<file path="src/rtl/id_ex_stage_pkg.sv">
// rtl/id_ex_stage_pkg.sv - shared widths and encodings for the ID/EX pipeline stage
package id_ex_stage_pkg;

  localparam int DATA_W = 32;
  localparam int REG_W  = 5;

  typedef enum logic [1:0] {
    LOG_AND = 2'd0,
    LOG_OR  = 2'd1,
    LOG_NOR = 2'd2,
    LOG_XOR = 2'd3
  } log_op_e;

  typedef enum logic [1:0] {
    FWD_RF    = 2'd0,
    FWD_EXMEM = 2'd1,
    FWD_MEMWB = 2'd2
  } fwd_sel_e;

endpackage

</file>
<file path="src/rtl/id_ex_stage_if.sv">
// rtl/id_ex_stage_if.sv - ID-side inputs, bypass sources and EX-side outputs of the ID/EX stage
interface id_ex_stage_if #(
  parameter int DATA_W = id_ex_stage_pkg::DATA_W,
  parameter int REG_W  = id_ex_stage_pkg::REG_W
);

  logic              i_valid;
  logic              i_stall;
  logic              i_flush;
  logic [REG_W-1:0]  i_rs_addr;
  logic [REG_W-1:0]  i_rt_addr;
  logic [DATA_W-1:0] i_rs_data;
  logic [DATA_W-1:0] i_rt_data;
  logic [DATA_W-1:0] i_imm;
  logic              i_alusrc;
  logic [1:0]        i_logcontrl;
  logic [REG_W-1:0]  i_rd_addr;
  logic              i_regwrite;

  logic              i_exmem_regwrite;
  logic [REG_W-1:0]  i_exmem_rd;
  logic [DATA_W-1:0] i_exmem_data;
  logic              i_memwb_regwrite;
  logic [REG_W-1:0]  i_memwb_rd;
  logic [DATA_W-1:0] i_memwb_data;

  logic              o_valid;
  logic [DATA_W-1:0] o_A;
  logic [DATA_W-1:0] o_B;
  logic [DATA_W-1:0] o_rt_fwd;
  logic [1:0]        o_logcontrl;
  logic [REG_W-1:0]  o_rd_addr;
  logic              o_regwrite;

  modport master (
    output i_valid, i_stall, i_flush, i_rs_addr, i_rt_addr, i_rs_data, i_rt_data,
           i_imm, i_alusrc, i_logcontrl, i_rd_addr, i_regwrite,
           i_exmem_regwrite, i_exmem_rd, i_exmem_data,
           i_memwb_regwrite, i_memwb_rd, i_memwb_data,
    input  o_valid, o_A, o_B, o_rt_fwd, o_logcontrl, o_rd_addr, o_regwrite
  );

  modport slave (
    input  i_valid, i_stall, i_flush, i_rs_addr, i_rt_addr, i_rs_data, i_rt_data,
           i_imm, i_alusrc, i_logcontrl, i_rd_addr, i_regwrite,
           i_exmem_regwrite, i_exmem_rd, i_exmem_data,
           i_memwb_regwrite, i_memwb_rd, i_memwb_data,
    output o_valid, o_A, o_B, o_rt_fwd, o_logcontrl, o_rd_addr, o_regwrite
  );

endinterface

</file>
<file path="src/rtl/id_ex_stage_fwd_mux.sv">
// rtl/id_ex_stage_fwd_mux.sv - operand bypass select: EX/MEM over MEM/WB over register file
module fwd_mux
  import id_ex_stage_pkg::*;
#(
  parameter int DW = id_ex_stage_pkg::DATA_W,
  parameter int RW = id_ex_stage_pkg::REG_W
) (
  input  logic [RW-1:0] addr,
  input  logic [DW-1:0] rf_data,
  input  logic          exmem_regwrite,
  input  logic [RW-1:0] exmem_rd,
  input  logic [DW-1:0] exmem_data,
  input  logic          memwb_regwrite,
  input  logic [RW-1:0] memwb_rd,
  input  logic [DW-1:0] memwb_data,
  output logic [DW-1:0] data
);

  fwd_sel_e sel;

  // Pick the youngest in-flight writer of this register; register 0 is never bypassed
  always_comb begin
    sel = FWD_RF;
    if (addr != '0) begin
      if (exmem_regwrite && (exmem_rd == addr)) begin
        sel = FWD_EXMEM;
      end else if (memwb_regwrite && (memwb_rd == addr)) begin
        sel = FWD_MEMWB;
      end
    end
  end

  // Steer the selected source onto the operand
  always_comb begin
    data = rf_data;
    case (sel)
      FWD_EXMEM: data = exmem_data;
      FWD_MEMWB: data = memwb_data;
      default:   data = rf_data;
    endcase
  end

endmodule

</file>
<file path="src/rtl/id_ex_stage.sv">
// rtl/id_ex_stage.sv - ID/EX pipeline register with stall, flush and operand forwarding
module id_ex_stage #(
  parameter int DATA_W = id_ex_stage_pkg::DATA_W,
  parameter int REG_W  = id_ex_stage_pkg::REG_W
) (
  input  logic          i_clk,
  input  logic          i_rst_n,
  id_ex_stage_if.slave  bus
);

  import id_ex_stage_pkg::*;

  logic              valid_q,   valid_d;
  logic [REG_W-1:0]  rs_addr_q, rs_addr_d;
  logic [REG_W-1:0]  rt_addr_q, rt_addr_d;
  logic [DATA_W-1:0] rs_data_q, rs_data_d;
  logic [DATA_W-1:0] rt_data_q, rt_data_d;
  logic [DATA_W-1:0] imm_q,     imm_d;
  logic              alusrc_q,  alusrc_d;
  logic [1:0]        log_q,     log_d;
  logic [REG_W-1:0]  rd_q,      rd_d;
  logic              rw_q,      rw_d;

  logic              retire_rs;
  logic              retire_rt;
  logic [DATA_W-1:0] fwd_rs;
  logic [DATA_W-1:0] fwd_rt;

  assign retire_rs = bus.i_memwb_regwrite && (bus.i_memwb_rd == rs_addr_q) && (rs_addr_q != '0);
  assign retire_rt = bus.i_memwb_regwrite && (bus.i_memwb_rd == rt_addr_q) && (rt_addr_q != '0);

  // Next stage contents: flush inserts a bubble, stall holds but captures retiring writes
  always_comb begin
    valid_d   = valid_q;
    rs_addr_d = rs_addr_q;
    rt_addr_d = rt_addr_q;
    rs_data_d = rs_data_q;
    rt_data_d = rt_data_q;
    imm_d     = imm_q;
    alusrc_d  = alusrc_q;
    log_d     = log_q;
    rd_d      = rd_q;
    rw_d      = rw_q;
    if (bus.i_flush) begin
      valid_d   = 1'b0;
      rs_addr_d = '0;
      rt_addr_d = '0;
      rs_data_d = '0;
      rt_data_d = '0;
      imm_d     = '0;
      alusrc_d  = 1'b0;
      log_d     = LOG_AND;
      rd_d      = '0;
      rw_d      = 1'b0;
    end else if (!bus.i_stall) begin
      valid_d   = bus.i_valid;
      rs_addr_d = bus.i_rs_addr;
      rt_addr_d = bus.i_rt_addr;
      rs_data_d = bus.i_rs_data;
      rt_data_d = bus.i_rt_data;
      imm_d     = bus.i_imm;
      alusrc_d  = bus.i_alusrc;
      log_d     = bus.i_logcontrl;
      rd_d      = bus.i_rd_addr;
      rw_d      = bus.i_regwrite;
    end else if (valid_q) begin
      if (retire_rs) rs_data_d = bus.i_memwb_data;
      if (retire_rt) rt_data_d = bus.i_memwb_data;
    end
  end

  // Stage register; reset clears straight to bubble without waiting for the clock
  always_ff @(posedge i_clk or negedge i_rst_n) begin
    if (!i_rst_n) begin
      valid_q   <= 1'b0;
      rs_addr_q <= '0;
      rt_addr_q <= '0;
      rs_data_q <= '0;
      rt_data_q <= '0;
      imm_q     <= '0;
      alusrc_q  <= 1'b0;
      log_q     <= LOG_AND;
      rd_q      <= '0;
      rw_q      <= 1'b0;
    end else begin
      valid_q   <= valid_d;
      rs_addr_q <= rs_addr_d;
      rt_addr_q <= rt_addr_d;
      rs_data_q <= rs_data_d;
      rt_data_q <= rt_data_d;
      imm_q     <= imm_d;
      alusrc_q  <= alusrc_d;
      log_q     <= log_d;
      rd_q      <= rd_d;
      rw_q      <= rw_d;
    end
  end

  fwd_mux #(.DW(DATA_W), .RW(REG_W)) u_fwd_rs (
    .addr           (rs_addr_q),
    .rf_data        (rs_data_q),
    .exmem_regwrite (bus.i_exmem_regwrite),
    .exmem_rd       (bus.i_exmem_rd),
    .exmem_data     (bus.i_exmem_data),
    .memwb_regwrite (bus.i_memwb_regwrite),
    .memwb_rd       (bus.i_memwb_rd),
    .memwb_data     (bus.i_memwb_data),
    .data           (fwd_rs)
  );

  fwd_mux #(.DW(DATA_W), .RW(REG_W)) u_fwd_rt (
    .addr           (rt_addr_q),
    .rf_data        (rt_data_q),
    .exmem_regwrite (bus.i_exmem_regwrite),
    .exmem_rd       (bus.i_exmem_rd),
    .exmem_data     (bus.i_exmem_data),
    .memwb_regwrite (bus.i_memwb_regwrite),
    .memwb_rd       (bus.i_memwb_rd),
    .memwb_data     (bus.i_memwb_data),
    .data           (fwd_rt)
  );

  assign bus.o_valid     = valid_q;
  assign bus.o_A         = fwd_rs;
  assign bus.o_rt_fwd    = fwd_rt;
  assign bus.o_B         = alusrc_q ? imm_q : fwd_rt;
  assign bus.o_logcontrl = log_q;
  assign bus.o_rd_addr   = rd_q;
  assign bus.o_regwrite  = rw_q & valid_q;

endmodule

</file>
<file path="src/flat_wrapper.sv">
// flat-port wrapper written by rule: the top's interface ports become plain ports
module id_ex_stage_flat import id_ex_stage_pkg::*;
#(
  parameter int DATA_W = id_ex_stage_pkg::DATA_W,
  parameter int REG_W  = id_ex_stage_pkg::REG_W
)
  (i_clk, i_rst_n, bus_i_valid, bus_i_stall, bus_i_flush, bus_i_rs_addr, bus_i_rt_addr, bus_i_rs_data, bus_i_rt_data, bus_i_imm, bus_i_alusrc, bus_i_logcontrl, bus_i_rd_addr, bus_i_regwrite, bus_i_exmem_regwrite, bus_i_exmem_rd, bus_i_exmem_data, bus_i_memwb_regwrite, bus_i_memwb_rd, bus_i_memwb_data, bus_o_valid, bus_o_A, bus_o_B, bus_o_rt_fwd, bus_o_logcontrl, bus_o_rd_addr, bus_o_regwrite);
  id_ex_stage_if #(.DATA_W(DATA_W), .REG_W(REG_W)) bus_i ();
  input  logic i_clk;
  input  logic i_rst_n;
  input wire logic [$bits(bus_i.i_valid)-1:0] bus_i_valid;
  input wire logic [$bits(bus_i.i_stall)-1:0] bus_i_stall;
  input wire logic [$bits(bus_i.i_flush)-1:0] bus_i_flush;
  input wire logic [$bits(bus_i.i_rs_addr)-1:0] bus_i_rs_addr;
  input wire logic [$bits(bus_i.i_rt_addr)-1:0] bus_i_rt_addr;
  input wire logic [$bits(bus_i.i_rs_data)-1:0] bus_i_rs_data;
  input wire logic [$bits(bus_i.i_rt_data)-1:0] bus_i_rt_data;
  input wire logic [$bits(bus_i.i_imm)-1:0] bus_i_imm;
  input wire logic [$bits(bus_i.i_alusrc)-1:0] bus_i_alusrc;
  input wire logic [$bits(bus_i.i_logcontrl)-1:0] bus_i_logcontrl;
  input wire logic [$bits(bus_i.i_rd_addr)-1:0] bus_i_rd_addr;
  input wire logic [$bits(bus_i.i_regwrite)-1:0] bus_i_regwrite;
  input wire logic [$bits(bus_i.i_exmem_regwrite)-1:0] bus_i_exmem_regwrite;
  input wire logic [$bits(bus_i.i_exmem_rd)-1:0] bus_i_exmem_rd;
  input wire logic [$bits(bus_i.i_exmem_data)-1:0] bus_i_exmem_data;
  input wire logic [$bits(bus_i.i_memwb_regwrite)-1:0] bus_i_memwb_regwrite;
  input wire logic [$bits(bus_i.i_memwb_rd)-1:0] bus_i_memwb_rd;
  input wire logic [$bits(bus_i.i_memwb_data)-1:0] bus_i_memwb_data;
  output wire logic [$bits(bus_i.o_valid)-1:0] bus_o_valid;
  output wire logic [$bits(bus_i.o_A)-1:0] bus_o_A;
  output wire logic [$bits(bus_i.o_B)-1:0] bus_o_B;
  output wire logic [$bits(bus_i.o_rt_fwd)-1:0] bus_o_rt_fwd;
  output wire logic [$bits(bus_i.o_logcontrl)-1:0] bus_o_logcontrl;
  output wire logic [$bits(bus_i.o_rd_addr)-1:0] bus_o_rd_addr;
  output wire logic [$bits(bus_i.o_regwrite)-1:0] bus_o_regwrite;
  assign bus_i.i_valid = bus_i_valid;
  assign bus_i.i_stall = bus_i_stall;
  assign bus_i.i_flush = bus_i_flush;
  assign bus_i.i_rs_addr = bus_i_rs_addr;
  assign bus_i.i_rt_addr = bus_i_rt_addr;
  assign bus_i.i_rs_data = bus_i_rs_data;
  assign bus_i.i_rt_data = bus_i_rt_data;
  assign bus_i.i_imm = bus_i_imm;
  assign bus_i.i_alusrc = bus_i_alusrc;
  assign bus_i.i_logcontrl = bus_i_logcontrl;
  assign bus_i.i_rd_addr = bus_i_rd_addr;
  assign bus_i.i_regwrite = bus_i_regwrite;
  assign bus_i.i_exmem_regwrite = bus_i_exmem_regwrite;
  assign bus_i.i_exmem_rd = bus_i_exmem_rd;
  assign bus_i.i_exmem_data = bus_i_exmem_data;
  assign bus_i.i_memwb_regwrite = bus_i_memwb_regwrite;
  assign bus_i.i_memwb_rd = bus_i_memwb_rd;
  assign bus_i.i_memwb_data = bus_i_memwb_data;
  assign bus_o_valid = bus_i.o_valid;
  assign bus_o_A = bus_i.o_A;
  assign bus_o_B = bus_i.o_B;
  assign bus_o_rt_fwd = bus_i.o_rt_fwd;
  assign bus_o_logcontrl = bus_i.o_logcontrl;
  assign bus_o_rd_addr = bus_i.o_rd_addr;
  assign bus_o_regwrite = bus_i.o_regwrite;
  id_ex_stage #(.DATA_W(DATA_W), .REG_W(REG_W)) u_core (.i_clk(i_clk), .i_rst_n(i_rst_n), .bus(bus_i));
endmodule
</file>
<file path="config.mk">
export PLATFORM = sky130hd
export DESIGN_NAME = id_ex_stage_flat
export DESIGN_NICKNAME = d
export VERILOG_FILES = /design/src/rtl/id_ex_stage_pkg.sv /design/src/rtl/id_ex_stage_if.sv /design/src/rtl/id_ex_stage_fwd_mux.sv /design/src/rtl/id_ex_stage.sv /design/src/flat_wrapper.sv
export SDC_FILE = /design/constraint.sdc
export NUM_CORES = 1
export LEC_CHECK = 0
export CORE_MARGIN = 2
export CORE_UTILIZATION = 36
export CTS_CLUSTER_SIZE = 40
export DETAILED_ROUTE_END_ITERATION = 6
export PLACE_DENSITY = 0.74
export REMOVE_ABC_BUFFERS = 1
export SLEW_MARGIN = 40
export SYNTH_ARGS = -nofsm -noshare
export SYNTH_HDL_FRONTEND = slang
export SYNTH_HIERARCHICAL = 1
export SYNTH_SLANG_ARGS = --single-unit
</file>
<file path="constraint.sdc">
create_clock -name i_clk -period 3.5 [get_ports i_clk]
set_input_delay 0.7 -clock i_clk [delete_from_list [all_inputs] [get_ports i_clk]]
set_output_delay 0.7 -clock i_clk [all_outputs]
set_load 0.03 [all_outputs]
</file>
Word-level counts from Yosys, hierarchy flattened
Cells that the tools add are included.

Flip-flop bits (word level): 116. Input bits: 196. Output and inout bits: 105.

Bitwise gates (word level): 1. Muxes and demuxes: 33. Eq/ne operators: 12. Reductions and logical operators: 10.

Operators by type and width (count): 32-bit two-way mux (11); 32-bit case mux with 2 select lines (2); 5-bit two-way mux (6); 5-bit equality test (4); 2-bit two-way mux (8); 5-bit nonzero test (2); 3-bit by 1-bit inequality test with 1-bit output, second input constant (3); 1-bit logical AND (6); 1-bit two-way mux (6); 2-bit by 1-bit equality test with 1-bit output, second input constant (2); 2-bit equality test, second input constant (2); 2-bit AND reduction (2); 2-bit by 1-bit inequality test with 1-bit output, second input constant (1); 1-bit AND (1).

Logic depth before layout (Yosys ltp)
Gate-level depths: netlist (run 1).

Word-level depth: 8. Depth in mapped cells: 10. Depth with buffers taken out: 8.

By module
The synthesis (run 1) kept the hierarchy.

Modules (own cells, without submodules): id_ex_stage (times used 1, cells an instance 538, area an instance 5933.2 µm², sequential area each 2902.8 µm²); fwd_mux (u_core.u_fwd_rt) (times used 1, cells an instance 131, area an instance 753.2 µm², sequential area each 0.0 µm²); fwd_mux (u_core.u_fwd_rs) (times used 1, cells an instance 131, area an instance 745.7 µm², sequential area each 0.0 µm²).

Least setup slack after synthesis (run 1)
No wires, ideal clock.

Kind: in2out. Start point: input port bus_i_exmem_rd[0]. End point: output port bus_o_B[20]. Setup slack: -0.569 ns. Data required time: 2.800 ns. Stages on the path: 9. Path buffers: 2. Arrival time: 3.369 ns. Cell sequence: xor2_1 -> nor4_1 -> and3_4 -> or4_1 -> ha_1 -> clkbuf_1 -> clkbuf_1 -> o21ai_0 -> mux2_2.

Longest elaborated chain between the ends: 7. Elaborated cells on any way between the ends: 8.

Ends and longest elaborated chain: start, declared (line flat_wrapper.sv:24) `input wire logic [$bits(bus_i.i_exmem_rd)-1:0] bus_i_exmem_rd;`; 5-bit equality test (*) (line id_ex_stage_fwd_mux.sv:25) `if (exmem_regwrite && (exmem_rd == addr)) begin`; 1-bit logical AND (*) (line id_ex_stage_fwd_mux.sv:25); 2-bit two-way mux (*) (line id_ex_stage_fwd_mux.sv:25); 2-bit two-way mux (*) (line id_ex_stage_fwd_mux.sv:24) `if (addr != '0) begin`; 2-bit equality test / 2-bit by 1-bit equality test with 1-bit output (equally long branches) (line id_ex_stage_fwd_mux.sv:36) `case (sel)`; 32-bit case mux with 2 select lines (*) (line id_ex_stage_fwd_mux.sv:36); via bus_o_rt_fwd[20] (line flat_wrapper.sv:32) `output wire logic [$bits(bus_i.o_rt_fwd)-1:0] bus_o_rt_fwd;`; 32-bit two-way mux (*) (line id_ex_stage.sv:126) `assign bus.o_B = alusrc_q ? imm_q : fwd_rt;`; end, declared (line flat_wrapper.sv:31) `output wire logic [$bits(bus_i.o_B)-1:0] bus_o_B;`.

Mark *: on every way through the listed nets, which the timed path passes. The rest lies on a longest branch.

Final worst setup path (run 1)
Start point: register u_core.rt_addr_q[0]. End point: output port bus_o_B[25].

Longest elaborated chain between the ends: 8. Elaborated cells on any way between the ends: 12.

Ends and longest elaborated chain: start, declared (line id_ex_stage.sv:15) `logic [REG_W-1:0] rt_addr_q, rt_addr_d;`; start signal, assigned (line id_ex_stage.sv:88) `rt_addr_q <= rt_addr_d;`; 5-bit equality test (line id_ex_stage_fwd_mux.sv:27) `end else if (memwb_regwrite && (memwb_rd == addr)) begin`; 1-bit logical AND (line id_ex_stage_fwd_mux.sv:27); 2-bit two-way mux (line id_ex_stage_fwd_mux.sv:27); 2-bit two-way mux (line id_ex_stage_fwd_mux.sv:25); 2-bit two-way mux (*) (line id_ex_stage_fwd_mux.sv:24); 2-bit equality test / 2-bit by 1-bit equality test with 1-bit output (equally long branches) (line id_ex_stage_fwd_mux.sv:36); 32-bit case mux with 2 select lines (*) (line id_ex_stage_fwd_mux.sv:36); 32-bit two-way mux (*) (line id_ex_stage.sv:126).

Mark *: on every way between the ends. The rest lies on a longest branch, timed or not.

==> metrics.txt, run 1 <==
pin count of the biggest net entering global routing=about 150; Pint=roughly 3.6 mW; final worst setup slack=-286 ps; Tot GR Track Use=about 26%; Chip Height=between 100 and 150 um; Synth Area per Inst=between 9 and 10 um2; hpwl dp=approximately 18000 um; # setup viols final=73; final-stage net count=~1400; DR vias/cell=~5.5; Max FO, Critical Path=5; CTS Sinks=around 120; WL/cell=around 21 um; Worst Path Arrival=3090 ps; FF+latch count, synth=approximately 120; worst slew pin tran=~830 ps; Worst-Skew Late Latency=about 420 ps; crit path launch type=flip-flop; share of power burned in combinational logic=approximately a third; post-layout util=between 60% and 70%; Initial Util=36.7%; area share of the largest cell type after synthesis=39.1%; Yosys top cell by area=dfrtp_1; Rel. slew slack=44.5%; GPL Wtd Cong=approximately 0.85; highest clock rate=about 260 MHz; Place WS=-640 ps; CP Buf/Inv Count=5; Distinct cells, synth=33; row cnt=52; clock skew=between 10 and 15 ps; worst stage delay on the critical path=around 530 ps; number of detailed-route iterations in the first pass=5; EDFF count, synth=0; Fillers=approximately 1500; Port Buffers=300; Iter 0 DRT Violations=464; VDD IR-drop max=approximately 300 uV; Crit path top cell by count=buf_6; grt total ovfl=0; worst-case clock buffer depth=2; synthesis-to-finish area growth=79.5%; layout cell share with drive strength beyond 1=slightly below 40%; Async S/R FF share, synth=100%; placed cell area=about 0.011 mm2; CTS Hold Bufs=0; Final Total Pwr=slightly above 5 mW; htree depth=4; RR Startpoint=u_core/rt_addr_q[4]$_DFFE_PN0P_; ANT cells=0; Post-Place Cells=1390; CTS Buf Count=17; Sw Pwr=1.61 mW; Hold Violations, Final=0; sequential-to-total area share from yosys stat=39.1%; vias in the first global route=between 7000 and 8000; Pwr Density=just under 400 mW/mm2; worst path required time=2800 ps; Final period util=108%; first-pass GRT wire length=between 40000 and 50000 um; failing checks=setup timing; Die Wd=148 um; initial antenna violation count=0; count leader, synth=dfrtp_1; CP top delay family=simple AND/OR/NAND/NOR gates; Setup crit end kind=output pin; max-slew violations=0; clock transition at the registers of the reported paths=around 60 ps; YS warnings=6; unrepaired setup endpoints after global routing=yes; Sw Share=about 31%; num ports=between 300 and 400; clock share of power=approximately 37%; Critical-path top delay cell=or4_4; cells along the critical path=buf_6 > xnor2_1 > nand4_1 > or4_4 > ha_4 > buf_8 > buf_12 > buf_16 > o21ai_4 > mux2_4 > buf_6; clock root buffer master=clkbuf_16; TritonCTS clock tree=yes; worst hold path class=primary input to async pin; die area=0.0218 mm2; maxcap violations=0; drt total wl=just over 30000 um; final cell count without fillers=1463; Area contributors post-synth=dfrtp_1 (39%), mux2_2 (8.8%), mux2i_1 (7.0%), a22oi_1 (6.5%), mux2_1 (5.8%); Worst Setup SP=u_core/rt_addr_q[0]$_DFFE_PN0P_; Synth Flop Type=dfrtp_1; total core area=~0.020 mm2; vias=7988; final instance area=around 0.013 mm2; clock period minus worst slack=about 3800 ps; part of the power in registers=a little under 30%; Static Leak=~5.8 nW; area of the mapped netlist=about 0.0074 mm2; Antenna Nets Post-Route=0; Crit Path Category=flip-flop to output pin; Post-synth top cells=dfrtp_1 (116), nand2_1 (99), o21ai_0 (66); status=finished with violations; Mapped Cells=800; # DRC=0
worst paths after layout:
kind,endpoint,slack (ps),cells past startpoint
worst max-delay path,bus_o_B[25],-290,11
worst min-delay path,u_core/rw_q$_DFFE_PN0P_,220,1
worst max register to register,u_core/rt_data_q[0]$_DFFE_PN0P_,1380,7
worst min register to register,u_core/rt_data_q[8]$_DFFE_PN0P_,490,1
max in group asynchronous,u_core/rs_data_q[6]$_DFFE_PN0P_,2370,2
min in group i_clk,u_core/rt_data_q[8]$_DFFE_PN0P_,490,1
logic make-up (layout without fill, tap and decap cells):
logic type / Yosys count / in the layout / synth area share (%)
simple gates: 238 / 238 / 15.1
compound gates: 201 / 201 / 16.3
mux: 148 / 148 / 21.5
flops: 116 / 116 / 39.1
buf+inv: 65 / 458 / 3.89
xor+xnor: 28 / 28 / 3.40
fa+ha+maj: 4 / 4 / 0.673
what timing repair did:
| item | CTS | global route |
|---|---|---|
| pin swaps | 26 | 19 |
| buffers inserted | 18 | 16 |
| gates resized for setup | 262 | 124 |
| endpoints found under the hold margin | 0 | 0 |
| endpoints found under the setup margin | 96 | 96 |
| cloned | 9 | 3 |
state kept, by name, summed over array words and instances, names as in the netlist:
signal,count
u_core/rw_q,1
u_core/rs_addr_q,5
u_core/bus.o_logcontrl,2
u_core/rs_data_q,32
u_core/rt_addr_q,5
u_core/alusrc_q,1
u_core/bus.o_rd_addr,5
u_core/imm_q,32
u_core/bus.o_valid,1
u_core/rt_data_q,32
power groups by stage:
stage	Sequential (mW)	Clock [mW]	Combinational [mW]
final	1.55	1.90	1.74
after global routing	1.56	2.00	1.83
after CTS	1.53	1.93	1.64
after detailed placement	1.55	0	1.44
after global placement	1.55	0	1.42
after floorplan	1.54	0	0.678
cell type report:
cell class              instances  area, um2  share of cell area (%)
well taps                     270        338                    2.53
clock buffers                  21        460                    3.45
clock inverters                11        175                    1.31
repair buffers                426       4440                    33.3
flip-flops and latches        116       2910                    21.8
multi-input cells             619       5010                    37.6
layer usage:
metal,vias up,routed length [um],global-route usage [%]
met1,3926,12100,32.6
li1,3605,-,-
met2,374,15000,43.4
met3,83,2320,6.91
met5,-,0,0
met4,0,863,7.64
metrics by stage:
step                      TNS (ps)  hold slack [ps]
after floorplan             -60220              404
after global placement      -42830              467
after detailed placement    -45290              475
after CTS                    -4680              217
after global routing        -17990              234
final                       -11630              217
placed cells by master, fill, tap and decap left out, drive strengths merged, types with 11 or more instances in the layout:
cell	count
a22oi	64
clkbuf	28
nor2	55
o21ai	67
nand2b	65
nand2	99
dfrtp	116
mux2	96
xor2	11
a21oi	65
clkdlybuf4s50	189
mux2i	52
buf	227
xnor2	17
Power figures use the tool's default switching activity.
==> inputs of run 2 (changes only) <==
--- a/config.mk
+++ b/config.mk
@@ -6,10 +6,10 @@
 export NUM_CORES = 1
 export LEC_CHECK = 0
 export CORE_MARGIN = 2
-export CORE_UTILIZATION = 36
+export CORE_UTILIZATION = 42
 export CTS_CLUSTER_SIZE = 40
 export DETAILED_ROUTE_END_ITERATION = 6
-export PLACE_DENSITY = 0.74
+export PLACE_DENSITY = 0.83
 export REMOVE_ABC_BUFFERS = 1
 export SLEW_MARGIN = 40
 export SYNTH_ARGS = -nofsm -noshare
==> run 2 against run 1 <==
- the run still ends with setup timing left
- largest power group is now combinational logic
- worst setup slack got worse by 180 ps
- clock power decreased by 8%
- critical endpoint is now bus_o_B[14]
- first-iteration DRC count increased by 40%
- sequential power barely moved
- register-to-register slack worse by 40 ps
- total power is 0.55% higher
- final cell count decreased by 3.4%
- maximum frequency is 4.4% lower
==> metrics.txt, run 2 (same netlist as run 1, synthesis figures left out) <==
synthesis-to-finish area growth=86.7%; number of detailed-route iterations in the first pass=5 (unchanged); Largest regs=u_core/imm_q: 32 flops, u_core/rs_data_q: 32 flops, u_core/rt_data_q: 32 flops; TritonCTS clock tree=yes; die area=0.0188 mm2 (-14%); Pwr Density=376 mW/mm2 (-3.3%); Setup crit end kind=output pin; worst path required time=2800 ps (about the same); hpwl dp=18700 um (+4.8%); Final period util=113% (+5.0 points); Worst-Skew Late Latency=420 ps (about the same); Storage cell area=0.00291 mm2 (about the same); layout cell share with drive strength beyond 1=41.5% (+2.3 points); area of the multi-input gates=0.00543 mm2 (+8.3%); CTS Hold Bufs=0 (unchanged); total core area=0.0173 mm2 (-15%); # DRC=0 (unchanged); Tot GR Track Use=31.8% (+6.0 points); clock period minus worst slack=3960 ps (+175 ps); Fillers=939 (-38%); CTS Buf Count=17 (unchanged); drt total wl=34000 um (+12%); CTS Sinks=116 (unchanged); # setup viols final=96 (+32%); Port Buffers=300 (unchanged); row cnt=48 (-7.7%); status=finished with violations; pin count of the biggest net entering global routing=75 (-50%); first-pass GRT wire length=45700 um (+3.7%); crit path launch type=flip-flop; vias=8407 (+5.2%); clock root buffer master=clkbuf_16; Iter 0 DRT Violations=650 (+40%); Chip Height=137 um (-7.2%); worst slew pin tran=601 ps (-231 ps); Static Leak=5.93 nW (+1.9%); failing checks=setup timing; Crit Path Category=flip-flop to output pin; Die Wd=137 um (-7.2%); CP Buf/Inv Count=3 (-2); max-slew violations=0 (unchanged); initial antenna violation count=1 (+1); clock skew=9.64 ps (-1.73 ps); Hold Violations, Final=0 (unchanged); Rel. slew slack=59.9% (+15 points); vias in the first global route=8513 (+6.8%); Critical-path top delay cell=or4_4; worst-case clock buffer depth=2 (unchanged); Antenna Nets Post-Route=0 (unchanged); unrepaired setup endpoints after global routing=yes; most common cell after layout, fill and taps aside=clkdlybuf4s50_1; commonest non-fill, non-tap cells in the layout=clkdlybuf4s50_1 (189), buf_6 (119), dfrtp_1 (109), a21oi_1 (65), nand2b_1 (64); TNS Setup=-17670 ps (-6040 ps); final-stage net count=1375 (-0.36%); Place WS=-718 ps (-78.2 ps); cells along the critical path=xor2_1 > nor4_2 > and3_4 > or4_4 > ha_4 > buf_12 > buf_12 > o21ai_1 > mux2_2 > buf_4; clock transition at the registers of the reported paths=60 ps (about the same); DR vias/cell=5.95 (+9.0%); WL/cell=24.0 um (+16%); Max FO, Critical Path=6 (+1); maxcap violations=0 (unchanged); final worst setup slack=-461 ps (-175 ps); num ports=301 (unchanged); GPL Wtd Cong=0.867 (+1.7%); Crit path top cell by count=buf_12; Worst Path Arrival=3260 ps (+170 ps); htree depth=4 (unchanged); VDD IR-drop max=339 uV (+14%); highest clock rate=252 MHz (-4.4%); reg2reg setup slack=1340 ps (-40 ps); worst stage delay on the critical path=550 ps (+20 ps); CP top delay family=simple AND/OR/NAND/NOR gates; Initial Util=43.0% (+6.2 points); worst hold path class=primary input to async pin; grt total ovfl=0 (unchanged)
==> run 2: per-layer routing <==
layer	track usage (%)	up-vias	routed length (um)
met5	0	-	12
met4	15.6	2	2010
met3	9.19	161	3290
met2	53.6	592	16500
met1	37.0	4071	12200
li1	-	3581	-
==> run 2: path summary, 6_finish.rpt <==
check | cells past startpoint | end | from
max | 10 | bus_o_B[14] | u_core/rt_addr_q[1]$_DFFE_PN0P_
min | 1 | u_core/imm_q[21]$_DFFE_PN0P_ | i_rst_n
max reg2reg | 7 | u_core/rt_data_q[16]$_DFFE_PN0P_ | u_core/rt_addr_q[1]$_DFFE_PN0P_
min reg2reg | 1 | u_core/rt_data_q[21]$_DFFE_PN0P_ | u_core/rt_data_q[21]$_DFFE_PN0P_
max in group asynchronous | 2 | u_core/rs_data_q[3]$_DFFE_PN0P_ | i_rst_n
min in group i_clk | 1 | u_core/rt_data_q[21]$_DFFE_PN0P_ | u_core/rt_data_q[21]$_DFFE_PN0P_
==> run 2: report_power, final <==
part	switching, mW	internal (mW)
clock network	0.648	1.10
registers	0.111	1.46
logic	0.936	0.966
total	1.70	3.52
==> run 2: layout make-up <==
type	count	area share [%]
tap	225	2.03
multi-input combinational	619	39.1
antenna	1	0.0180
clock buffer	22	3.42
sequential	116	21.0
timing repair buffer	421	33.7
clock inverter	9	0.749
==> run 2: per-stage QoR <==
step	hold slack (ps)	power (mW)	cells	area (um2)	util [%]
finish	281	5.21	1413	13900	80.2
global route	318	5.38	1412	13900	80.2
CTS	299	4.99	1404	13000	74.9
detailed placement	476	3.01	1343	11000	63.7
global placement	468	2.98	1343	11000	63.7
floorplan	404	2.22	735	7140	-
==> run 2: worst reg2reg max path, stage by stage, from the launching register on <==
cell,delay (ps)
dfrtp_1,420
buf_6,140
buf_4,130
xnor2_1,240
a31oi_1,170
a211oi_4,270
buf_12,270
mux2_1,400
==> run 2: what timing repair did <==
item / 4_1_cts / 5_1_grt
pin swaps: 21 / 16
setup endpoints to repair: 96 / 96
setup buffers: 25 / 9
hold endpoints to repair: 0 / 0
cloned: 8 / 5
gates resized for setup: 333 / 190
==> inputs of run 3 (changes only) <==
--- a/config.mk
+++ b/config.mk
@@ -7,12 +7,12 @@
 export LEC_CHECK = 0
 export CORE_MARGIN = 2
 export CORE_UTILIZATION = 42
-export CTS_CLUSTER_SIZE = 40
+export CTS_CLUSTER_SIZE = 28
 export DETAILED_ROUTE_END_ITERATION = 6
 export PLACE_DENSITY = 0.83
-export REMOVE_ABC_BUFFERS = 1
 export SLEW_MARGIN = 40
 export SYNTH_ARGS = -nofsm -noshare
 export SYNTH_HDL_FRONTEND = slang
 export SYNTH_HIERARCHICAL = 1
 export SYNTH_SLANG_ARGS = --single-unit
+export TNS_END_PERCENT = 1
==> run 3 against run 2 <==
- register-to-register slack got worse by 60 ps
- critical endpoint is now bus_o_B[19]
- largest power group is now clock
- highest routed layer is now met4
- the flow still finishes with violations (setup timing)
- routed wire length fell by 12%
- sequential power barely moved
- critical path type unchanged
==> metrics.txt, run 3 (same netlist as run 1, synthesis figures left out) <==
worst-case clock buffer depth=2 (unchanged); final-stage net count=1334 (-3.0%); most common cell after layout, fill and taps aside=clkdlybuf4s50_1; Post-Place Cells=1322 (-1.6%); Static Leak=5.57 nW (-6.2%); Worst-Skew Late Latency=420 ps (about the same); clock transition at the registers of the reported paths=60 ps (about the same); DR vias/cell=5.72 (-3.9%); max-slew violations=0 (unchanged); row cnt=48 (unchanged); worst hold margin=226 ps (-54.6 ps); htree depth=4 (unchanged); Setup crit end kind=output pin; worst hold path class=primary input to async pin; vias=7847 (-6.7%); synthesis-to-finish area growth=73.7%; Initial Util=43.0% (unchanged); clock skew=13.1 ps (+3.45 ps); # setup viols final=67 (-30%); Crit Path Category=flip-flop to output pin; Pwr Density=393 mW/mm2 (+4.4%); layout cell share with drive strength beyond 1=36.7% (-4.8 points); Final Total Pwr=5.07 mW (-2.8%); drt total wl=29900 um (-12%); final worst setup slack=-257 ps (+204 ps); final cell count without fillers=1372 (-2.9%); GPL Wtd Cong=0.862 (-0.66%); CTS Sinks=116 (unchanged); Iter 0 DRT Violations=542 (-17%); Place WS=-603 ps (+116 ps); status=finished with violations; TritonCTS clock tree=yes; Port Buffers=300 (unchanged); Antenna Nets Post-Route=0 (unchanged); clock root buffer master=clkbuf_16; total core area=0.0173 mm2 (unchanged); Chip Height=137 um (unchanged); CTS Buf Count=17 (unchanged); Hold Violations, Final=0 (unchanged); hpwl dp=18500 um (-1.1%); reg2reg path depth=7 (unchanged); highest clock rate=266 MHz (+5.4%); unrepaired setup endpoints after global routing=yes; Final period util=107% (-5.8 points); number of detailed-route iterations in the first pass=6 (+1); Rel. slew slack=51.0% (-8.9 points); num ports=301 (unchanged); WL/cell=21.8 um (-9.2%); Die Wd=137 um (unchanged); die area=0.0188 mm2 (unchanged); maxcap violations=0 (unchanged); Max FO, Critical Path=7 (+1); pin count of the biggest net entering global routing=149 (+99%); vias in the first global route=8255 (-3.0%); clock period minus worst slack=3760 ps (-204 ps); Tot GR Track Use=30.9% (-0.96 points); worst slew pin tran=735 ps (+133 ps); Worst Path Arrival=3060 ps (-200 ps); Largest regs=u_core/imm_q: 32 flops, u_core/rs_data_q: 32 flops, u_core/rt_data_q: 32 flops; VDD IR-drop max=386 uV (+14%); initial antenna violation count=0 (-1); ANT cells=0 (-1); grt total ovfl=0 (unchanged); # DRC=0 (unchanged); crit path launch type=flip-flop; syn_nets=1000; failing checks=setup timing; commonest non-fill, non-tap cells in the layout=clkdlybuf4s50_1 (189), dfrtp_1 (109), buf_6 (83), buf_4 (73), a21oi_1 (65); first-pass GRT wire length=44200 um (-3.3%); worst path required time=2800 ps (about the same)
==> run 3: cell types whose count changed in the layout (fill, tap and decap cells not counted), sizes merged <==
cell / change
clkbuf: +1
clkinvlp: -1
diode: -1
dlygate4sd2: -1
clkdlybuf4s15: -3
dlymetal6s2s: +1
inv: +7
buf: -44
==> run 3: what timing repair did <==
item                                    4_1_cts  5_1_grt
endpoints found under the setup margin       96       96
gates cloned                                  3        3
pin swaps                                    11       22
setup buffers                                 9        3
hold buffers                                  0        0
resized for setup                           142      130
==> run 3: through the flow <==
stage | util (%) | setup TNS [ps] | cell area (um2)
6_report | 74.7 | -11410 | 12900
3_5_place_dp | 64.9 | -44780 | 11200
4_1_cts | 72.1 | -8100 | 12500
5_1_grt | 74.7 | -15980 | 12900
3_3_place_gp | 64.9 | -42410 | 11200
2_1_floorplan | - | -4040 | 7890
==> run 3: path summary, 6_finish.rpt <==
kind | from | to | slack, ps
setup / recovery | u_core/rt_addr_q[4]$_DFFE_PN0P_ | bus_o_B[19] | -260
hold / removal | i_rst_n | u_core/imm_q[28]$_DFFE_PN0P_ | 230
setup reg to reg | u_core/rt_addr_q[4]$_DFFE_PN0P_ | u_core/rt_data_q[11]$_DFFE_PN0P_ | 1280
hold reg to reg | u_core/rs_data_q[15]$_DFFE_PN0P_ | u_core/rs_data_q[15]$_DFFE_PN0P_ | 490
max in group asynchronous | i_rst_n | u_core/rt_data_q[20]$_DFFE_PN0P_ | 2430
min in group i_clk | u_core/rs_data_q[15]$_DFFE_PN0P_ | u_core/rs_data_q[15]$_DFFE_PN0P_ | 490
==> run 3: power breakdown <==
group / switching [mW] / total (mW) / internal, mW
sequential: 0.0982 / 1.55 / 1.46
clock: 0.706 / 1.77 / 1.07
combinational: 0.869 / 1.74 / 0.872
total: 1.67 / 5.07 / 3.40
==> run 3: routing by layer <==
layer	part of all wire [%]	up-vias	wire [um]	global-route usage [%]
met3	8.2	84	2460	7.37
met1	37	3818	11100	36.2
met5	0	-	0	0
met2	51	441	15300	53.6
li1	-	3504	-	-
met4	3.7	0	1120	13.6
==> run 3: worst max-delay path, stage by stage, from the launching register on <==
cell and delay (ps):
dfrtp_1 430, buf_6 140, xor2_2 140, nor4_2 70
and3_4 160, or4_4 530, ha_4 320, buf_12 180
buf_16 180, o21ai_4 80, mux2_4 280, buf_6 140
==> run 3: layout make-up <==
class / instances / area (um2)
multi-input cells: 619 / 5170
repair buffers: 380 / 3960
fillers: 1109 / 4380
well taps: 225 / 282
clock inverters: 15 / 171
clock buffers: 17 / 425
flip-flops and latches: 116 / 2910
==> RTL edit 1, RTL diff (config.mk and constraints of run 3) <==
Set the package constant `DATA_W` to 36 (it was 32).
--- a/src/rtl/id_ex_stage_pkg.sv
+++ b/src/rtl/id_ex_stage_pkg.sv
@@ -2,5 +2,5 @@
 package id_ex_stage_pkg;
 
-  localparam int DATA_W = 32;
+  localparam int DATA_W = 36;
   localparam int REG_W  = 5;
 
Interface: changed (8 resized); port bits go from 301 to 333. The function was not compared with the original's and may differ.
==> RTL edit 1 against run 3 <==
- the flow still finishes with violations (setup timing)
- sequential cell count increased by 12
- critical path depth unchanged
- setup slack improved by 0.032 ns
- critical endpoint is now bus_o_B[8]
- largest cell class unchanged
- clock power rose by 5%
- count of clock-buffer cells in the layout unchanged
- power up 3.8%
- critical path type unchanged
- design area rose by 7.3%
- wire length is 4.5% higher
- global-route usage decreased by 1.7 points
- area after synthesis increased by 10%
==> RTL edit 1: results (changes against run 3) <==
Layout
  – FILL cells: 1338 (+21%)
  – Registers with the most flip-flops: u_core/imm_q x36, u_core/rs_data_q x36, u_core/rt_data_q x36
  – Multi-input gate area: 5390 um2 (+4.3%)
  – Share of post-route cells with drive strength above 1: 34.31% (-2.4 points)
  – # nets final: 1466 (+9.9%)

Global route
  – First-pass GRT wire length: 46.45 mm (+5.0%)
  – Antenna violations before repair: 1 (+1)
  – Met2 Usage GRT: 50.98% (-2.6 points)
  – Met1 Resource Use GR: 33.95% (-2.2 points)
  – Vias in the first global route: 8693 (+5.3%)
  – Largest net degree at the start of global routing: 86 (-42%)
  – Total GRT Usage: 29.14% (-1.7 points)
  – GRT met3 Usage: 6.398% (-0.97 points)

Critical path
  – R2R setup slack: 1.53 ns (+0.25 ns)
  – CP Launch Point: u_core/rt_addr_q[2]
  – Worst r2r path cells: 6 (-1)
  – Reg-to-Reg End: u_core/rs_data_q[26]
  – Crit path to: bus_o_B[8]
  – Critical R2R Launch: u_core/rs_addr_q[0]
  – Slowest cell delay on critical path: 0.54 ns

Detailed routing
  – Initial drt markers: 593 (+9.4%)
  – Vias per inst: 5.518 (-3.5%)
  – DR WL/cell: 20.53 um (-6.0%)
  – Post-Route WL: 31.30 mm (+4.5%)

Min path
  – Hold Crit Class: primary input to async pin

Logic synthesis
  – Sequential-to-total area share from yosys stat: 39.05% (about the same)
  – Syn Nets: 1105 (+11%)
  – Share of flip-flops with an asynchronous set or reset: 100.0% (unchanged)
  – Synth top area cells: dfrtp_1 39%, mux2_2 11%, mux2i_1 6.8%, a22oi_1 6.6%, nand2b_1 5.5%
  – Synthesized instance count: 885 (+11%)
  – Unique masters post-synth: 33 (unchanged)
  – Synth warnings: 6 (unchanged)
  – Commonest cells post-synth: 128 x dfrtp_1, 111 x nand2_1, 78 x mux2_2

STA
  – Slew headroom: 55.03% (+4.0 points)
  – WHS: 0.2307 ns (+0.004411 ns)
  – Final count of negative-setup-slack endpoints: 101 (+51%)
  – Clock Skew: 0.01381 ns (+0.0007226 ns)
  – Setup TNS: -10.54 ns (+0.8693 ns)
  – PnR worst setup slack: -0.2246 ns (+0.03221 ns)

Clock tree
  – Worst-Skew Late Latency: 0.42 ns (about the same)
  – Clock buffer depth: 2 (unchanged)
  – CTS Sinks: 128 (+10%)
  – Clock transition at the registers of the reported paths: 0.06 ns (about the same)
  – H-tree levels: 4 (unchanged)

Placement
  – Placer Congestion: 0.9089 (+5.5%)
  – Worst setup slack after placement: -0.5953 ns (+0.007197 ns)
  – Post-DP Area: 12290 um2 (+9.5%)
  – Half-perimeter wire length after placement: 20.30 mm (+9.6%)
  – Buffers added on ports: 332 (+11%)

Status
  – Failing checks: setup timing
  – Status: finished, violations left

Power
  – P_leak: 0.005955 uW (+7.0%)
  – Sw Ratio: 31.89% (-1.1 points)
  – VDD IR max: 316.4 uV (-18%)

Job
  – Max-cap violations: 0 (unchanged)
## RTL edit 1: changes by cell type after synthesis, sizes merged, moves of 6 or more
cell | run 3 | this run
a21oi | 65 | 73
mux2 | 96 | 108
dfrtp | 116 | 128
clkbuf | 50 | 56
a22oi | 64 | 72
o21ai | 67 | 75
nand2b | 65 | 73
nand2 | 99 | 111
## RTL edit 1: power by group through the flow
stage          combinational (uW)  sequential, uW  clock, uW
2_1_floorplan                 831            1700          0
3_3_place_gp                 1540            1700          0
3_5_place_dp                 1560            1710          0
4_1_cts                      1680            1690       1880
5_1_grt                      1810            1720       1950
6_report                     1710            1700       1850
## RTL edit 1: cells by family (layout without fill, tap and decap cells)
| family | count (synthesis) | in the layout | share of synthesized area, % |
|---|---|---|---|
| compound gates | 225 | 225 | 16.47 |
| xor+xnor | 28 | 28 | 3.173 |
| fa+ha+maj | 4 | 4 | 0.6102 |
| buf+inv | 74 | 448 | 4.042 |
| flops | 128 | 128 | 39.05 |
| mux | 164 | 164 | 21.66 |
| other cells | 0 | 1 | 0 |
| simple gates | 262 | 262 | 14.99 |
## RTL edit 1: cell type report
cell class	instances	share of cell area (%)
flip-flops and latches	128	23.15
multi-input cells	683	38.91
diodes	1	0.01807
well taps	265	2.394
clock inverters	15	1.328
repair buffers	416	31.13
clock buffers	17	3.071
## RTL edit 1: metal layers
metal,wire [um],vias up
met2,16150,372
met4,1055,0
met1,12030,4117
li1,-,3848
met3,2075,78
met5,0,-
## RTL edit 1: timing repair
action,in CTS,in global routing
gates resized for setup,171,55
endpoints found under the setup margin,108,108
cloned,4,0
buffers inserted,10,2
pin swaps,16,15
==> RTL edit 2, RTL diff (settings of run 3) <==
Made on the original files. Take the reset off `rs_addr_q`, `rt_addr_q`, `rs_data_q`, `rt_data_q`, `imm_q` and `rd_q` and load them in a clocked block of their own.
--- a/src/rtl/id_ex_stage.sv
+++ b/src/rtl/id_ex_stage.sv
@@ -74,25 +74,22 @@
     if (!i_rst_n) begin
       valid_q   <= 1'b0;
-      rs_addr_q <= '0;
-      rt_addr_q <= '0;
-      rs_data_q <= '0;
-      rt_data_q <= '0;
-      imm_q     <= '0;
       alusrc_q  <= 1'b0;
       log_q     <= LOG_AND;
-      rd_q      <= '0;
       rw_q      <= 1'b0;
     end else begin
       valid_q   <= valid_d;
-      rs_addr_q <= rs_addr_d;
-      rt_addr_q <= rt_addr_d;
-      rs_data_q <= rs_data_d;
-      rt_data_q <= rt_data_d;
-      imm_q     <= imm_d;
       alusrc_q  <= alusrc_d;
       log_q     <= log_d;
-      rd_q      <= rd_d;
       rw_q      <= rw_d;
     end
+  end
+
+  always_ff @(posedge i_clk) begin
+    rs_addr_q <= rs_addr_d;
+    rt_addr_q <= rt_addr_d;
+    rs_data_q <= rs_data_d;
+    rt_data_q <= rt_data_d;
+    imm_q     <= imm_d;
+    rd_q      <= rd_d;
   end
 
Check against the original RTL: not equivalent (a bounded check fails within 4 cycles, from zero or initial values and one cycle with i_rst_n low).
==> RTL edit 2 against run 3 <==
- the flow finishes with violations (DRC, setup timing)
- combinational power decreased by 20%
- clock skew decreased by 0.0013 ns
- setup slack improved by 0.076 ns
- area after synthesis decreased by 1.9%
- power decreased by 8.4%
- wire length increased by 2.2%
- design area decreased by 3.4%
- sequential cell count unchanged
- register-to-register slack got worse by 0.18 ns
- largest cell class unchanged
==> RTL edit 2: results (changes against run 3) <==
Status
  – Status: finished, violations left
  – Failing checks: DRC, setup timing

STA
  – Clock Skew: 0.01183 ns (-0.001262 ns)
  – PnR worst setup slack: -0.1804 ns (+0.07639 ns)
  – Final count of negative-setup-slack endpoints: 68 (+1.5%)
  – WHS: 0.4954 ns (+0.2691 ns)

Logic synthesis
  – Unique masters post-synth: 31 (-6.1%)
  – Synth top area cells: dfxtp_1 30%, a2111oi_2 13%, nor2_1 7.7%, a311oi_1 7.7%, mux2i_1 7.1%
  – Mux cell area share after synthesis: 12.09% (-9.5 points)
  – Post-Synth Adder-Cell Area: 0.6867% (+0.013 points)
  – Commonest cells post-synth: 150 x nor2_1, 111 x dfxtp_1, 67 x nand2_1

Critical path
  – Worst r2r path cells: 6 (-1)
  – R2R setup slack: 1.10 ns (-0.18 ns)
  – Worst-path fanout max: 17 (+10)
  – Reg-to-Reg End: u_core/rt_data_q[0]
  – Arr. time, crit path: 2.98 ns (-0.08 ns)

Layout
  – FF/Latch Area: 2357 um2 (-19%)
  – Fraction of area in registers: 18.90% (-3.7 points)
  – Non-clk bufs: 388 (+2.1%)
  – Share of post-route cells with drive strength above 1: 37.07% (+0.36 points)
  – #MultiIn Comb: 618 (-0.16%)
  – Non-Filler Instances: 1378 (+0.44%)
  – Inverter count: 1 (+1)
  – Number of diodes: 1 (+1)
  – FILL cells: 1196 (+7.8%)
  – Clock buf count: 25 (+8)
  – Signal buf overhead: 31.00% (+0.36 points)
  – FFs & Latches: 116 (unchanged)

Placement
  – Placer Congestion: 0.8733 (+1.3%)
  – Placed cell count: 1334 (+0.91%)
  – Post-DP Area: 11130 um2 (-0.80%)

Global route
  – GRT met3 Usage: 7.146% (-0.22 points)
  – Antenna violations before repair: 1 (+1)
  – Total GRT Usage: 31.17% (+0.29 points)
  – Met2 Usage GRT: 55.11% (+1.5 points)
  – Met1 Resource Use GR: 36.35% (+0.19 points)
  – Largest net degree at the start of global routing: 117 (-21%)

Min path
  – Hold Crit Class: flip-flop to flip-flop

Clock tree
  – PostCTS Resize Cnt: 151 (+6.3%)

Power
  – VDD IR max: 343.1 uV (-11%)
  – Internal Pwr Total: 3253 uW (-4.2%)
  – P_leak: 0.004745 uW (-15%)

Detailed routing
  – DR WL met2: 15.29 mm (about the same)
  – Initial drt markers: 737 (+36%)
  – DR DRC count: 23 (+23)
  – Post-Route WL: 30.61 mm (+2.2%)
  – Vias: 8534 (+8.8%)
  – DR WL met3: 3.049 mm (+24%)
  – Initial DRT Pass Iterations: 7 (+1)
RTL edit 2: logic make-up after synthesis:
family,Yosys count
and+or+nand+nor,242
buffers and inverters,91
xor gates and xnor gates,28
muxes,84
adders and majority gates,4
AOI/OAI and AO/OA,260
DFF,116
RTL edit 2: power by group through the flow:
stage / sequential (uW) / combinational, uW / clock [uW]
after detailed placement: 1500 / 1280 / 0
final: 1490 / 1390 / 1770
after global routing: 1500 / 1450 / 1830
after global placement: 1490 / 1260 / 0
after CTS: 1480 / 1360 / 1780
after floorplan: 1490 / 694 / 0
RTL edit 2: worst max path at each step:
stage | end | slack, ns | cells after the start
2_1_floorplan | bus_o_A[20] | -0.09 | 8
3_3_place_gp | bus_o_B[17] | -0.57 | 10
3_5_place_dp | bus_o_B[18] | -0.61 | 11
4_1_cts | bus_o_B[27] | -0.10 | 12
5_1_grt | bus_o_B[24] | -0.23 | 12
6_report | bus_o_B[12] | -0.18 | 10
